--- src/rtl/proc_pkg.sv ---
// Shared processor definitions.
// Provides the datapath width, the instruction size in bytes, the default
// bubble encoding, the default reset PC, and a helper that word-aligns
// an address.
package proc_pkg;

  localparam int XLEN        = 32;
  localparam int INSTR_BYTES = 4;

  localparam logic [XLEN-1:0] NOP_INSTR_DEFAULT = 32'h0000_0000;
  localparam logic [XLEN-1:0] RESET_PC_DEFAULT  = 32'h0000_0000;

  // Force the two low bits to zero so that fetch addresses stay word aligned.
  function automatic logic [XLEN-1:0] align_word(input logic [XLEN-1:0] addr);
    return {addr[XLEN-1:2], 2'b00};
  endfunction

endpackage

--- src/rtl/ifid_reg.sv ---
// IF/ID pipeline register with hold and clear controls.
// Priority from highest to lowest: rst, flush_i, hold_i, load.
// Ports:
//   clk, rst         clock and synchronous active-high reset
//   hold_i           keep the current contents (stall)
//   flush_i          replace the contents with a bubble
//   instr_i          instruction word to capture
//   next_instr_i     PC+4 of that instruction
//   instr_o          registered instruction
//   next_instr_o     registered PC+4
//   valid_o          high when instr_o is a real instruction
module ifid_reg
  import proc_pkg::*;
#(
  parameter logic [XLEN-1:0] NOP_INSTR = NOP_INSTR_DEFAULT
) (
  input  logic            clk,
  input  logic            rst,
  input  logic            hold_i,
  input  logic            flush_i,
  input  logic [XLEN-1:0] instr_i,
  input  logic [XLEN-1:0] next_instr_i,
  output logic [XLEN-1:0] instr_o,
  output logic [XLEN-1:0] next_instr_o,
  output logic            valid_o
);

  logic [XLEN-1:0] instr_q, instr_d;
  logic [XLEN-1:0] next_q, next_d;
  logic            valid_q, valid_d;

  always_comb begin
    instr_d = instr_q;
    next_d  = next_q;
    valid_d = valid_q;
    if (flush_i) begin
      instr_d = NOP_INSTR;
      next_d  = '0;
      valid_d = 1'b0;
    end else if (!hold_i) begin
      instr_d = instr_i;
      next_d  = next_instr_i;
      valid_d = 1'b1;
    end
  end

  always_ff @(posedge clk) begin
    if (rst) begin
      instr_q <= NOP_INSTR;
      next_q  <= '0;
      valid_q <= 1'b0;
    end else begin
      instr_q <= instr_d;
      next_q  <= next_d;
      valid_q <= valid_d;
    end
  end

  assign instr_o      = instr_q;
  assign next_instr_o = next_q;
  assign valid_o      = valid_q;

endmodule

--- src/rtl/fetch_stage.sv ---
// Instruction-fetch stage.
// This module holds the PC, drives the instruction-memory address and
// produces PC+4. A taken branch redirects fetch and flushes IF/ID. A stall
// holds both the PC and IF/ID. It also counts flushes, with saturation,
// and reports word-misaligned branch targets.
// Ports:
//   clk, rst        clock and synchronous active-high reset
//   imemAddr        instruction-memory address (= pc)
//   imemData        instruction word at imemAddr (combinational read)
//   nextInstr       pc + 4, to branch computation
//   branchTaken     redirect request
//   branchAddress   redirect target
//   stall           hazard-unit hold request
//   ifidInstr       registered instruction to decode
//   ifidNextInstr   registered PC+4 of that instruction
//   ifidValid       ifidInstr is a real instruction
//   misalignErr     one-cycle pulse after a redirect to a misaligned target
//   flushCount      saturating count of flushes since reset
module fetch_stage
  import proc_pkg::*;
#(
  parameter logic [XLEN-1:0] RESET_PC  = RESET_PC_DEFAULT,
  parameter logic [XLEN-1:0] NOP_INSTR = NOP_INSTR_DEFAULT,
  parameter int              CNT_W     = 16
) (
  input  logic             clk,
  input  logic             rst,
  output logic [XLEN-1:0]  imemAddr,
  input  logic [XLEN-1:0]  imemData,
  output logic [XLEN-1:0]  nextInstr,
  input  logic             branchTaken,
  input  logic [XLEN-1:0]  branchAddress,
  input  logic             stall,
  output logic [XLEN-1:0]  ifidInstr,
  output logic [XLEN-1:0]  ifidNextInstr,
  output logic             ifidValid,
  output logic             misalignErr,
  output logic [CNT_W-1:0] flushCount
);

  logic [XLEN-1:0]  pc_q, pc_d;
  logic [XLEN-1:0]  pc_plus4;
  logic             misalign_q, misalign_d;
  logic [CNT_W-1:0] flush_cnt_q, flush_cnt_d;

  // The addition wraps modulo 2^32, and the carry out is dropped.
  assign pc_plus4 = pc_q + XLEN'(INSTR_BYTES);

  always_comb begin
    pc_d        = pc_q;
    misalign_d  = 1'b0;
    flush_cnt_d = flush_cnt_q;
    if (branchTaken) begin
      // A branch beats a stall. The wrong-path fetch is never held.
      pc_d       = align_word(branchAddress);
      misalign_d = |branchAddress[1:0];
      if (!(&flush_cnt_q)) begin
        flush_cnt_d = flush_cnt_q + 1'b1;
      end
    end else if (!stall) begin
      pc_d = pc_plus4;
    end
  end

  always_ff @(posedge clk) begin
    if (rst) begin
      pc_q        <= RESET_PC;
      misalign_q  <= 1'b0;
      flush_cnt_q <= '0;
    end else begin
      pc_q        <= pc_d;
      misalign_q  <= misalign_d;
      flush_cnt_q <= flush_cnt_d;
    end
  end

  ifid_reg #(
    .NOP_INSTR(NOP_INSTR)
  ) u_ifid (
    .clk          (clk),
    .rst          (rst),
    .hold_i       (stall),
    .flush_i      (branchTaken),
    .instr_i      (imemData),
    .next_instr_i (pc_plus4),
    .instr_o      (ifidInstr),
    .next_instr_o (ifidNextInstr),
    .valid_o      (ifidValid)
  );

  assign imemAddr    = pc_q;
  assign nextInstr   = pc_plus4;
  assign misalignErr = misalign_q;
  assign flushCount  = flush_cnt_q;

endmodule

--- config.mk ---
export PLATFORM = sky130hd
export DESIGN_NAME = fetch_stage
export DESIGN_NICKNAME = d
export VERILOG_FILES = /design/src/rtl/proc_pkg.sv /design/src/rtl/ifid_reg.sv /design/src/rtl/fetch_stage.sv
export SDC_FILE = /design/constraint.sdc
export NUM_CORES = 1
export LEC_CHECK = 0
export BUFFER_PORTS_ARGS = -buffer_cell sky130_fd_sc_hd__buf_2
export CORE_MARGIN = 2
export CORE_UTILIZATION = 49
export CTS_CLUSTER_SIZE = 24
export DETAILED_ROUTE_END_ITERATION = 7
export PLACE_DENSITY_LB_ADDON = 0.25
export SLEW_MARGIN = 40
export SYNTH_ARGS = -nofsm -noshare
export SYNTH_HDL_FRONTEND = slang
export SYNTH_SLANG_ARGS = --single-unit
--- constraint.sdc ---
create_clock -name clk -period 2.1 [get_ports clk]
set_clock_uncertainty 0.1 [all_clocks]
set_input_delay 0.315 -clock clk [delete_from_list [all_inputs] [get_ports clk]]
set_output_delay 0.315 -clock clk [all_outputs]
set_load 0.005 [all_outputs]
==> results of run 1 <==
-- synthesized netlist by cell type, types with 13 or more instances --
| cell type | number | share of area |
|---|---|---|
| mux2i_1 | 38 | 0.070 |
| xor2_1 | 20 | 0.032 |
| nand2_1 | 36 | 0.025 |
| o21a_1 | 14 | 0.019 |
| a21oi_1 | 32 | 0.029 |
| xnor2_1 | 39 | 0.062 |
| inv_1 | 19 | 0.013 |
| nor2_1 | 81 | 0.056 |
| dfxtp_1 | 110 | 0.40 |
| nor3_1 | 15 | 0.014 |
| o21ai_0 | 29 | 0.027 |
| nand4_1 | 16 | 0.018 |
| clkbuf_1 | 21 | 0.014 |
| nand3_1 | 17 | 0.016 |
| o21ba_1 | 13 | 0.024 |
-- per-stage QoR --
stage / cell area (um2) / hold WS, ns / instances / worst slack [ns] / utilization
after floorplan: 5490 / 0.351 / 612 / 0.153 / -
after global placement: 6930 / 0.334 / 974 / 0.125 / 0.639
after detailed placement: 6930 / 0.346 / 974 / 0.0446 / 0.639
after CTS: 7640 / 0.0484 / 1017 / -0.239 / 0.704
after global routing: 7910 / 0.0483 / 1033 / -0.365 / 0.730
final: 7910 / 0.0543 / 1033 / -0.305 / 0.730
-- state kept, by name (all words and copies together), names as in the netlist --
register and count:
u_ifid.next_instr_o 30, imemAddr 30, flushCount 16, u_ifid.valid_o 1, u_ifid.instr_o 32, misalignErr 1
-- layout make-up --
type | instances | area (um2)
clock buffer | 10 | 138
clock inverter | 6 | 57.6
fill | 840 | 2930
inverter | 19 | 71.3
multi-input combinational | 437 | 3310
sequential | 110 | 2250
tap | 140 | 175
timing repair buffer | 311 | 1910
-- layout by cell type (no fill, tap or decap), drive strengths merged, types with 2 or more instances in the layout --
cell,Yosys,routed
xor2,20,20
nand2,37,37
nor4,9,9
ha,2,2
nor3,17,17
or4,2,2
nor2,83,83
o21ba,16,16
or2,3,3
conb,1,6
nand4,22,22
nand3,23,23
and3,4,4
dfxtp,110,110
and2,2,2
o21a,14,14
o211a,2,2
clkbuf,21,11
inv,19,23
clkinv,0,2
mux2i,38,38
xnor2,45,45
o21ai,30,30
a21oi,32,32
and4,7,7
buf,24,310
nand2b,3,3
nor2b,8,8
-- critical path, stage by stage, from the launching register on --
cell,delay [ns]
dfxtp_4,0.38
nand4_4,0.13
nor4_4,0.32
buf_4,0.18
clkbuf_16,0.14
nand3_4,0.08
xnor2_2,0.22
buf_2,0.15
-- path summary, 6_finish.rpt --
kind	from	endpoint	slack [ns]	cells past startpoint
min reg2reg	u_ifid.valid_o$_SDFFE_PP0N_	u_ifid.valid_o$_SDFFE_PP0N_	0.37	1
max reg2reg	imemAddr[9]$_SDFFE_PP0P_	imemAddr[25]$_SDFFE_PP0P_	0.02	10
max	imemAddr[9]$_SDFFE_PP0P_	nextInstr[20]	-0.30	7
min	imemData[21]	u_ifid.instr_o[21]$_SDFFE_PP0N_	0.05	3
-- logic make-up (layout without fill, tap and decap cells) --
family	count (synthesis)	in the layout	synth area share
xor+xnor	65	65	0.112
buf+inv	65	346	0.0597
other cells	1	6	0.000686
flops	110	110	0.403
compound gates	102	102	0.122
simple gates	224	224	0.228
fa+ha+maj	2	2	0.00458
mux	38	38	0.0696
-- metal layers --
metal | GRT usage | routed length (um) | up-vias | part of all wire
li1 | - | - | 2627 | -
met4 | 0.0787 | 308 | 0 | 0.018
met5 | 0 | 0 | - | 0
met2 | 0.485 | 9070 | 195 | 0.53
met3 | 0.0634 | 1030 | 31 | 0.060
met1 | 0.319 | 6740 | 2597 | 0.39
-- power by group through the flow --
stage                     clock, mW  combinational (mW)  sequential [mW]
after detailed placement          0               0.662             2.28
after floorplan                   0               0.334             2.30
after global placement            0               0.652             2.28
after CTS                      1.31               0.711             2.24
final                          1.29               0.753             2.24
after global routing           1.41               0.819             2.25
-- timing repair --
| action | 4_1_cts | 5_1_grt |
|---|---|---|
| buffers inserted | 26 | 19 |
| cloned | 1 | 0 |
| hold buffers | 0 | 0 |
| setup endpoints to repair | 25 | 29 |
| pin swaps | 26 | 22 |
| hold endpoints to repair | 0 | 0 |
| resized for setup | 67 | 38 |
==> metrics, run 1 <==
largest net degree at the start of global routing=41; dpl hpwl=12,100 um; core area=10,800 um2; Initial DRT Pass Iterations=5; Gate Count Post-Synth=607; share of layout cells above drive strength 1=0.464; top_reg_cell synth=dfxtp_1; # clock sinks=110; Net Sw Frac=0.290; Synth Warn #=0; Max Cap Viol=0; Die Area=12,000 um2; WS Path Type=reg -> out; Total GRT Usage=0.270; max_slew headroom=0.602; mean number of vias per cell=5.28; Placement Rows=38; Mapped Area=5470 um2; first-pass GRT wire length=25,500 um; Tot Pwr=4.29 mW; Int Pwr=3.04 mW; worst path required time=1.68 ns; post-route worst setup slack=-0.305 ns; ANT nets after route=0; Avg Synthesized Cell Area=9.01 um2; Final nets=958; # setup viols final=20; clk root buf=clkbuf_8; Slew @ Worst Pin=0.595 ns; Comb pwr share=0.176; setup_tns=-3.52 ns; Sw Pwr=1.24 mW; Max Clock Freq=0.416 GHz; RSZ-0062 raised after global routing=yes; Clock transition at path regs=0.11 ns; violated checks=setup timing; max-slew violations=0; Critical Path Sink Type=output pin; synth unique cells=58; # diodes=0; HP Class=in -> reg; min Tclk post-route=2.40 ns; number of global-route vias before repair=5,125; TritonCTS clock tree=done; Period Utilization, post-route=1.15; Reg power frac=0.523; EDFF count, synth=0; Initial Utilization=0.504; share of flip-flops with an asynchronous set or reset=0; drt wl/cell=16.6 um; WL final=17,100 um; PwrDens=542 nW/um2; total gr overflow=0; DRC viols=0; Leak=4.05 nW; status=complete, but fails checks; H-tree levels=3; Max clock buf depth=2; register bit total from synthesis=110; drt initial violations=333; PortBufs=207; CP arrival=1.99 ns; DIE HEIGHT=110 um; Num CTS Buffers=9; vias=5,450; antenna violations before repair=0; Placer Congestion=0.992; Clock power frac=0.301; clock latency on the worst-skew pair=0.38 ns; register area share after synthesis=0.403; die span in x=110 um; Final Hold Violating Endpoints=0; Worst setup SP type=register; Max Fanout on Critical Path=6; io pins=214; area delta synth->final=44.7%; Max VDD drop=0.327 mV
(Power assumes the default switching activity.)
==> run 2: changes to the inputs <==
--- a/config.mk
+++ b/config.mk
@@ -5,11 +5,11 @@
 export SDC_FILE = /design/constraint.sdc
 export NUM_CORES = 1
 export LEC_CHECK = 0
-export BUFFER_PORTS_ARGS = -buffer_cell sky130_fd_sc_hd__buf_2
 export CORE_MARGIN = 2
-export CORE_UTILIZATION = 49
+export CORE_UTILIZATION = 40
 export CTS_CLUSTER_SIZE = 24
 export DETAILED_ROUTE_END_ITERATION = 7
+export DONT_BUFFER_PORTS = 1
 export PLACE_DENSITY_LB_ADDON = 0.25
 export SLEW_MARGIN = 40
 export SYNTH_ARGS = -nofsm -noshare
==> run 2 against run 1 <==
Critical path depth down 1. Critical endpoint unchanged. Flip-flop and latch count unchanged. The flow still finishes with violations (setup timing). Via count down 17%. Wire length down 7.9%. Clock power up 36%. Register-to-register slack better by 0.11 ns. Setup slack better by 0.23 ns. Sequential share of layout area up 5.4 points.
==> metrics, run 2 (synthesized netlist as in run 1, its figures left out) <==
max-slew violations=0 (unchanged); mean number of vias per cell=5.49 (+4.1%); CP arrival=1.76 ns (-0.23 ns); die span in x=121 um (+10%); first-pass GRT wire length=24,100 um (-5.5%); Sw Pwr=1.13 mW (-9.1%); Int Pwr=3.37 mW (+11%); Top Layer Used=met4; clock latency on the worst-skew pair=0.35 ns (-0.03 ns); ANT nets after route=0 (unchanged); slowest CP cell=dfxtp_4; Final Hold Violating Endpoints=0 (unchanged); DRC viols=0 (unchanged); HP Class=in -> reg; max reg flops=32 (unchanged); Total GRT Usage=0.211 (-0.0588); routed wl met3=1390 um (+36%); # diodes=0 (unchanged); Clock power frac=0.392 (+0.091); post-route worst setup slack=-0.0790 ns (+0.226 ns); WL final=15,800 um (-7.9%); area delta synth->final=21.5%; min Tclk post-route=2.18 ns (-0.226 ns); Max VDD drop=0.338 mV (+3.3%); Util after Layout=0.500 (-0.230); status=complete, but fails checks; Placement Rows=42 (+11%); cell area after placement=5830 um2 (-16%); design area=6640 um2 (-16%); Num CTS Buffers=9 (unchanged); Initial Utilization=0.411 (-0.0931); CP cell instances=nand4_4 > nor4_4 > buf_12 > buf_12 > nand3_2 > xnor2_2; H-tree levels=3 (unchanged); CP peak stage delay=0.38 ns (about the same); dpl ws=0.131 ns (+0.0860 ns); Leak=2.83 nW (-30%); worst path required time=1.68 ns (about the same); # clock sinks=110 (unchanged); R2R Setup Slk=0.13 ns (+0.11 ns); Placer Congestion=0.862 (-13%); reg2reg start=flushCount[8]$_SDFFE_PP0P_; dpl hpwl=11,300 um (-7.0%); number of global-route vias before repair=4,453 (-13%); largest net degree at the start of global routing=75 (+83%); delay-heaviest family, CP=simple AND/OR/NAND/NOR gates; WS Path Type=reg -> out; Max Cap Viol=0 (unchanged); # setup viols final=9 (-55%); Initial DRT Pass Iterations=4 (-1); commonest non-fill, non-tap cell in the layout=dfxtp_1; Net Sw Frac=0.251 (-0.0386); Max Clock Freq=0.459 GHz (+10%); total gr overflow=0 (unchanged); PortBufs=0 (-100%); Critical Path Sink Type=output pin; Metal-1 WL=6240 um (-7.4%); vias=4,513 (-17%); share of layout cells above drive strength 1=0.234 (-0.230); DIE HEIGHT=121 um (+10%); Max clock buf depth=2 (unchanged); Critical Path Most Common Cell=buf_12; drt initial violations=260 (-22%); TritonCTS clock tree=done; PwrDens=677 nW/um2 (+25%); Period Utilization, post-route=1.04 (-0.108); drt wl/cell=19.2 um (+16%); Worst setup SP type=register; Final nets=711 (-26%); Clock transition at path regs=0.07 ns (-0.04 ns); io pins=214 (unchanged); antenna violations before repair=0 (unchanged); Slew @ Worst Pin=0.717 ns (+0.122 ns); Reg power frac=0.503 (-0.020); max_slew headroom=0.522 (-0.0802); Buf/Inv on CP=2 (-1); core area=13,300 um2 (+23%); HP Start=imemData[28]; met2 WL=7840 um (-14%); crit path from=imemAddr[16]$_SDFFE_PP0P_; RSZ-0062 raised after global routing=yes; commonest cells after routing, fill and taps aside=dfxtp_1, nor2_1, buf_4; Die Area=14,600 um2 (+22%); clk root buf=clkbuf_16; violated checks=setup timing; Max Fanout on Critical Path=13 (+7); Comb pwr share=0.104 (-0.072)
## run 2: worst reg2reg max path: cells and delay by family, from the launching register on
family | cells | cell delay, ns
simple gates | 3 | 0.47
mux | 1 | 0.25
flops | 1 | 0.41
compound gates | 1 | 0.64
## run 2: power groups by stage
stage	clock (mW)	combinational [mW]	sequential (mW)
3_5_place_dp	0	0.412	2.31
3_3_place_gp	0	0.404	2.30
4_1_cts	1.82	0.456	2.26
2_1_floorplan	0	0.334	2.30
6_report	1.76	0.468	2.26
5_1_grt	1.91	0.512	2.27
## run 2: area by class of cell
class | count | area [um2]
Timing Repair Buffer | 64 | 554
Clock buffer | 11 | 243
Clock inverter | 5 | 63.8
Sequential cell | 110 | 2250
Fill cell | 1270 | 6650
Tap cell | 176 | 220
Multi-Input combinational cell | 437 | 3240
Inverter | 19 | 71.3
## run 2: timing repair
action                     in CTS  in global routing
hold buffers                    6                  2
gates resized for setup        56                 21
hold endpoints to repair       44                  2
pin swaps                      13                 11
setup endpoints to repair      23                 21
setup buffers                   1                  6
## run 2: path summary, 6_finish.rpt
| check | end | depth (start not counted) |
|---|---|---|
| max | nextInstr[20] | 6 |
| min | u_ifid.instr_o[28]$_SDFFE_PP0N_ | 2 |
| max reg2reg | flushCount[1]$_SDFFE_PP0P_ | 5 |
| min reg2reg | u_ifid.next_instr_o[6]$_SDFFE_PP0N_ | 2 |
## run 2: stage by stage
stage / hold WS (ns) / cells / setup TNS, ns / power [mW]
2_1_floorplan: 0.351 / 612 / 0 / 2.63
3_5_place_dp: 0.292 / 791 / 0 / 2.72
3_3_place_gp: 0.291 / 791 / 0 / 2.71
5_1_grt: 0.00360 / 822 / -1.43 / 4.70
6_report: 0.0132 / 822 / -0.301 / 4.50
4_1_cts: 0.0000728 / 814 / -0.336 / 4.55
## run 2: layer usage
layer  vias up  track usage
li1       2129            -
met1      2205        0.242
met2       156        0.360
met3        23       0.0841
met4         0       0.0647
met5         -            0
==> run 3: changes to the inputs <==
--- a/config.mk
+++ b/config.mk
@@ -6,10 +6,11 @@
 export NUM_CORES = 1
 export LEC_CHECK = 0
 export CORE_MARGIN = 2
-export CORE_UTILIZATION = 40
+export CORE_UTILIZATION = 50
 export CTS_CLUSTER_SIZE = 24
 export DETAILED_ROUTE_END_ITERATION = 7
 export DONT_BUFFER_PORTS = 1
+export MAX_ROUTING_LAYER = met4
 export PLACE_DENSITY_LB_ADDON = 0.25
 export SLEW_MARGIN = 40
 export SYNTH_ARGS = -nofsm -noshare
==> run 3 against run 2 <==
The flow still finishes with violations (setup timing). Critical path depth rose by 1. Wire length is 3.1% higher. Flip-flop and latch count is the same. Clock-buffer cell count stayed put. Clock power decreased by 18%. Global-route usage grew 6.5 points. Largest power group unchanged.
==> metrics, run 3 (synthesized netlist as in run 1, its figures left out) <==
Max Clock Freq=0.450 GHz (-2.0%); Period Utilization, post-route=1.06 (+0.0217); PwrDens=594 nW/um2 (-12%); area delta synth->final=32.0%; number of global-route vias before repair=4,727 (+6.2%); CP peak stage delay=0.39 ns (about the same); core area=10,700 um2 (-19%); dpl ws=0.107 ns (-0.0233 ns); Clock power frac=0.336 (-0.056); DIE HEIGHT=109 um (-10%); Clock transition at path regs=0.10 ns (+0.03 ns); placed cell count=755 (-4.6%); die span in x=109 um (-10%); Leak=3.06 nW (+8.3%); Max Fanout on Critical Path=7 (-6); Max VDD drop=0.529 mV (+57%); # setup viols final=13 (+4); violated checks=setup timing; TritonCTS clock tree=done; mean number of vias per cell=5.60 (+1.9%); clk root buf=clkbuf_8; Buf/Inv on CP=3 (+1); vias=4,723 (+4.7%); Max Cap Viol=0 (unchanged); cell area after placement=5790 um2 (-0.77%); Max clock buf depth=2 (unchanged); H-tree levels=3 (unchanged); status=complete, but fails checks; Comb pwr share=0.137 (+0.033); # clock sinks=110 (unchanged); Slew @ Worst Pin=0.753 ns (+0.0364 ns); Total GRT Usage=0.277 (+0.0654); Initial Utilization=0.509 (+0.0976); final hold slack=0.00858 ns (-0.00466 ns); drt initial violations=196 (-25%); ANT nets after route=0 (unchanged); RSZ-0062 raised after global routing=yes; largest net degree at the start of global routing=48 (-36%); dpl hpwl=10,200 um (-9.9%); commonest cells after routing, fill and taps aside=dfxtp_1, nor2_1, buf_4; WL final=16,300 um (+3.1%); R2R Setup Slk=0.13 ns (about the same); Net Sw Frac=0.260 (+0.00945); first-pass GRT wire length=24,400 um (+1.3%); clock latency on the worst-skew pair=0.38 ns (+0.03 ns); max_slew headroom=0.498 (-0.0242); DRC viols=0 (unchanged); Reg power frac=0.527 (+0.024); share of layout cells above drive strength 1=0.243 (+0.00915); setup_tns=-0.953 ns (-0.652 ns); fin cells=844 (+2.7%); antenna violations before repair=0 (unchanged); max-slew violations=0 (unchanged); HP Class=in -> reg; slowest CP cell=dfxtp_4; commonest non-fill, non-tap cell in the layout=dfxtp_1; Worst setup SP type=register; max reg flops=32 (unchanged); design area=7210 um2 (+8.6%); total gr overflow=0 (unchanged); PortBufs=0 (unchanged); Final nets=769 (+8.2%); Int Pwr=3.17 mW (-5.9%); post-route worst setup slack=-0.125 ns (-0.0455 ns); # diodes=0 (unchanged); Num CTS Buffers=9 (unchanged); min Tclk post-route=2.22 ns (+0.0455 ns); drt wl/cell=19.3 um (+0.41%); Initial DRT Pass Iterations=5 (+1); CP arrival=1.81 ns (+0.05 ns); Placer Congestion=0.867 (+0.63%); Sw Pwr=1.12 mW (-1.1%); Placement Rows=38 (-9.5%); Critical Path Sink Type=output pin; worst path required time=1.68 ns (about the same); Die Area=11,800 um2 (-19%); WS Path Type=reg -> out; delay-heaviest family, CP=buffers and inverters; io pins=214 (unchanged); CP cell instances=nand4_4 > nor4_4 > buf_4 > buf_12 > buf_12 > nand4_4 > xnor2_2; Final Hold Violating Endpoints=0 (unchanged)
-- run 3: cell types whose count changed in the layout (fill, tap and decap cells not counted), moves of 2 or more --
cell	before	now
buf_2	0	2
dfxtp_4	9	15
dlygate4sd3_1	7	49
nand3_2	3	0
dfxtp_2	11	3
clkbuf_8	1	10
clkbuf_16	9	1
nand3_4	4	7
xnor2_1	32	29
xnor2_4	4	6
buf_12	3	5
buf_4	49	59
dfxtp_1	90	92
-- run 3: routing by layer --
metal,part of all wire,up-vias,GRT usage
met1,0.38,2278,0.314
met5,0,-,-
met4,0.022,0,0.0962
li1,-,2245,-
met2,0.52,171,0.469
met3,0.075,29,0.0747
-- run 3: per-stage QoR --
step                total power, mW  utilization
floorplan                      2.63            -
global placement               2.69        0.538
detailed placement             2.71        0.538
CTS                            4.29        0.639
global route                   4.47        0.671
finish                         4.29        0.671
-- run 3: layout make-up --
class / count / area, um2
clock buffer: 11 / 141
clock inverter: 5 / 82.6
fill: 910 / 3530
inverter: 19 / 71.3
multi-input combinational: 437 / 3340
sequential: 110 / 2260
tap: 140 / 175
timing repair buffer: 122 / 1140
-- run 3: path summary, 6_finish.rpt --
check	start	cells past startpoint	to
min reg2reg	u_ifid.next_instr_o[3]$_SDFFE_PP0N_	2	u_ifid.next_instr_o[3]$_SDFFE_PP0N_
max reg2reg	imemAddr[4]$_SDFFE_PP0P_	8	imemAddr[5]$_SDFFE_PP0P_
min	rst	2	imemAddr[31]$_SDFFE_PP0P_
max	imemAddr[14]$_SDFFE_PP0P_	7	nextInstr[24]
-- run 3: power groups by stage --
stage          Combinational, mW  Sequential (mW)  Clock (mW)
2_1_floorplan              0.334             2.30           0
3_3_place_gp               0.394             2.30           0
3_5_place_dp               0.404             2.30           0
4_1_cts                    0.562             2.26        1.47
5_1_grt                    0.643             2.27        1.55
6_report                   0.588             2.26        1.44
-- run 3: repair_timing --
item | 4_1_cts | 5_1_grt
gates cloned | 0 | 1
resized for setup | 65 | 32
endpoints found under the hold margin | 104 | 1
buffers inserted | 6 | 13
pin swaps | 15 | 24
setup endpoints to repair | 24 | 24
hold buffers | 52 | 1
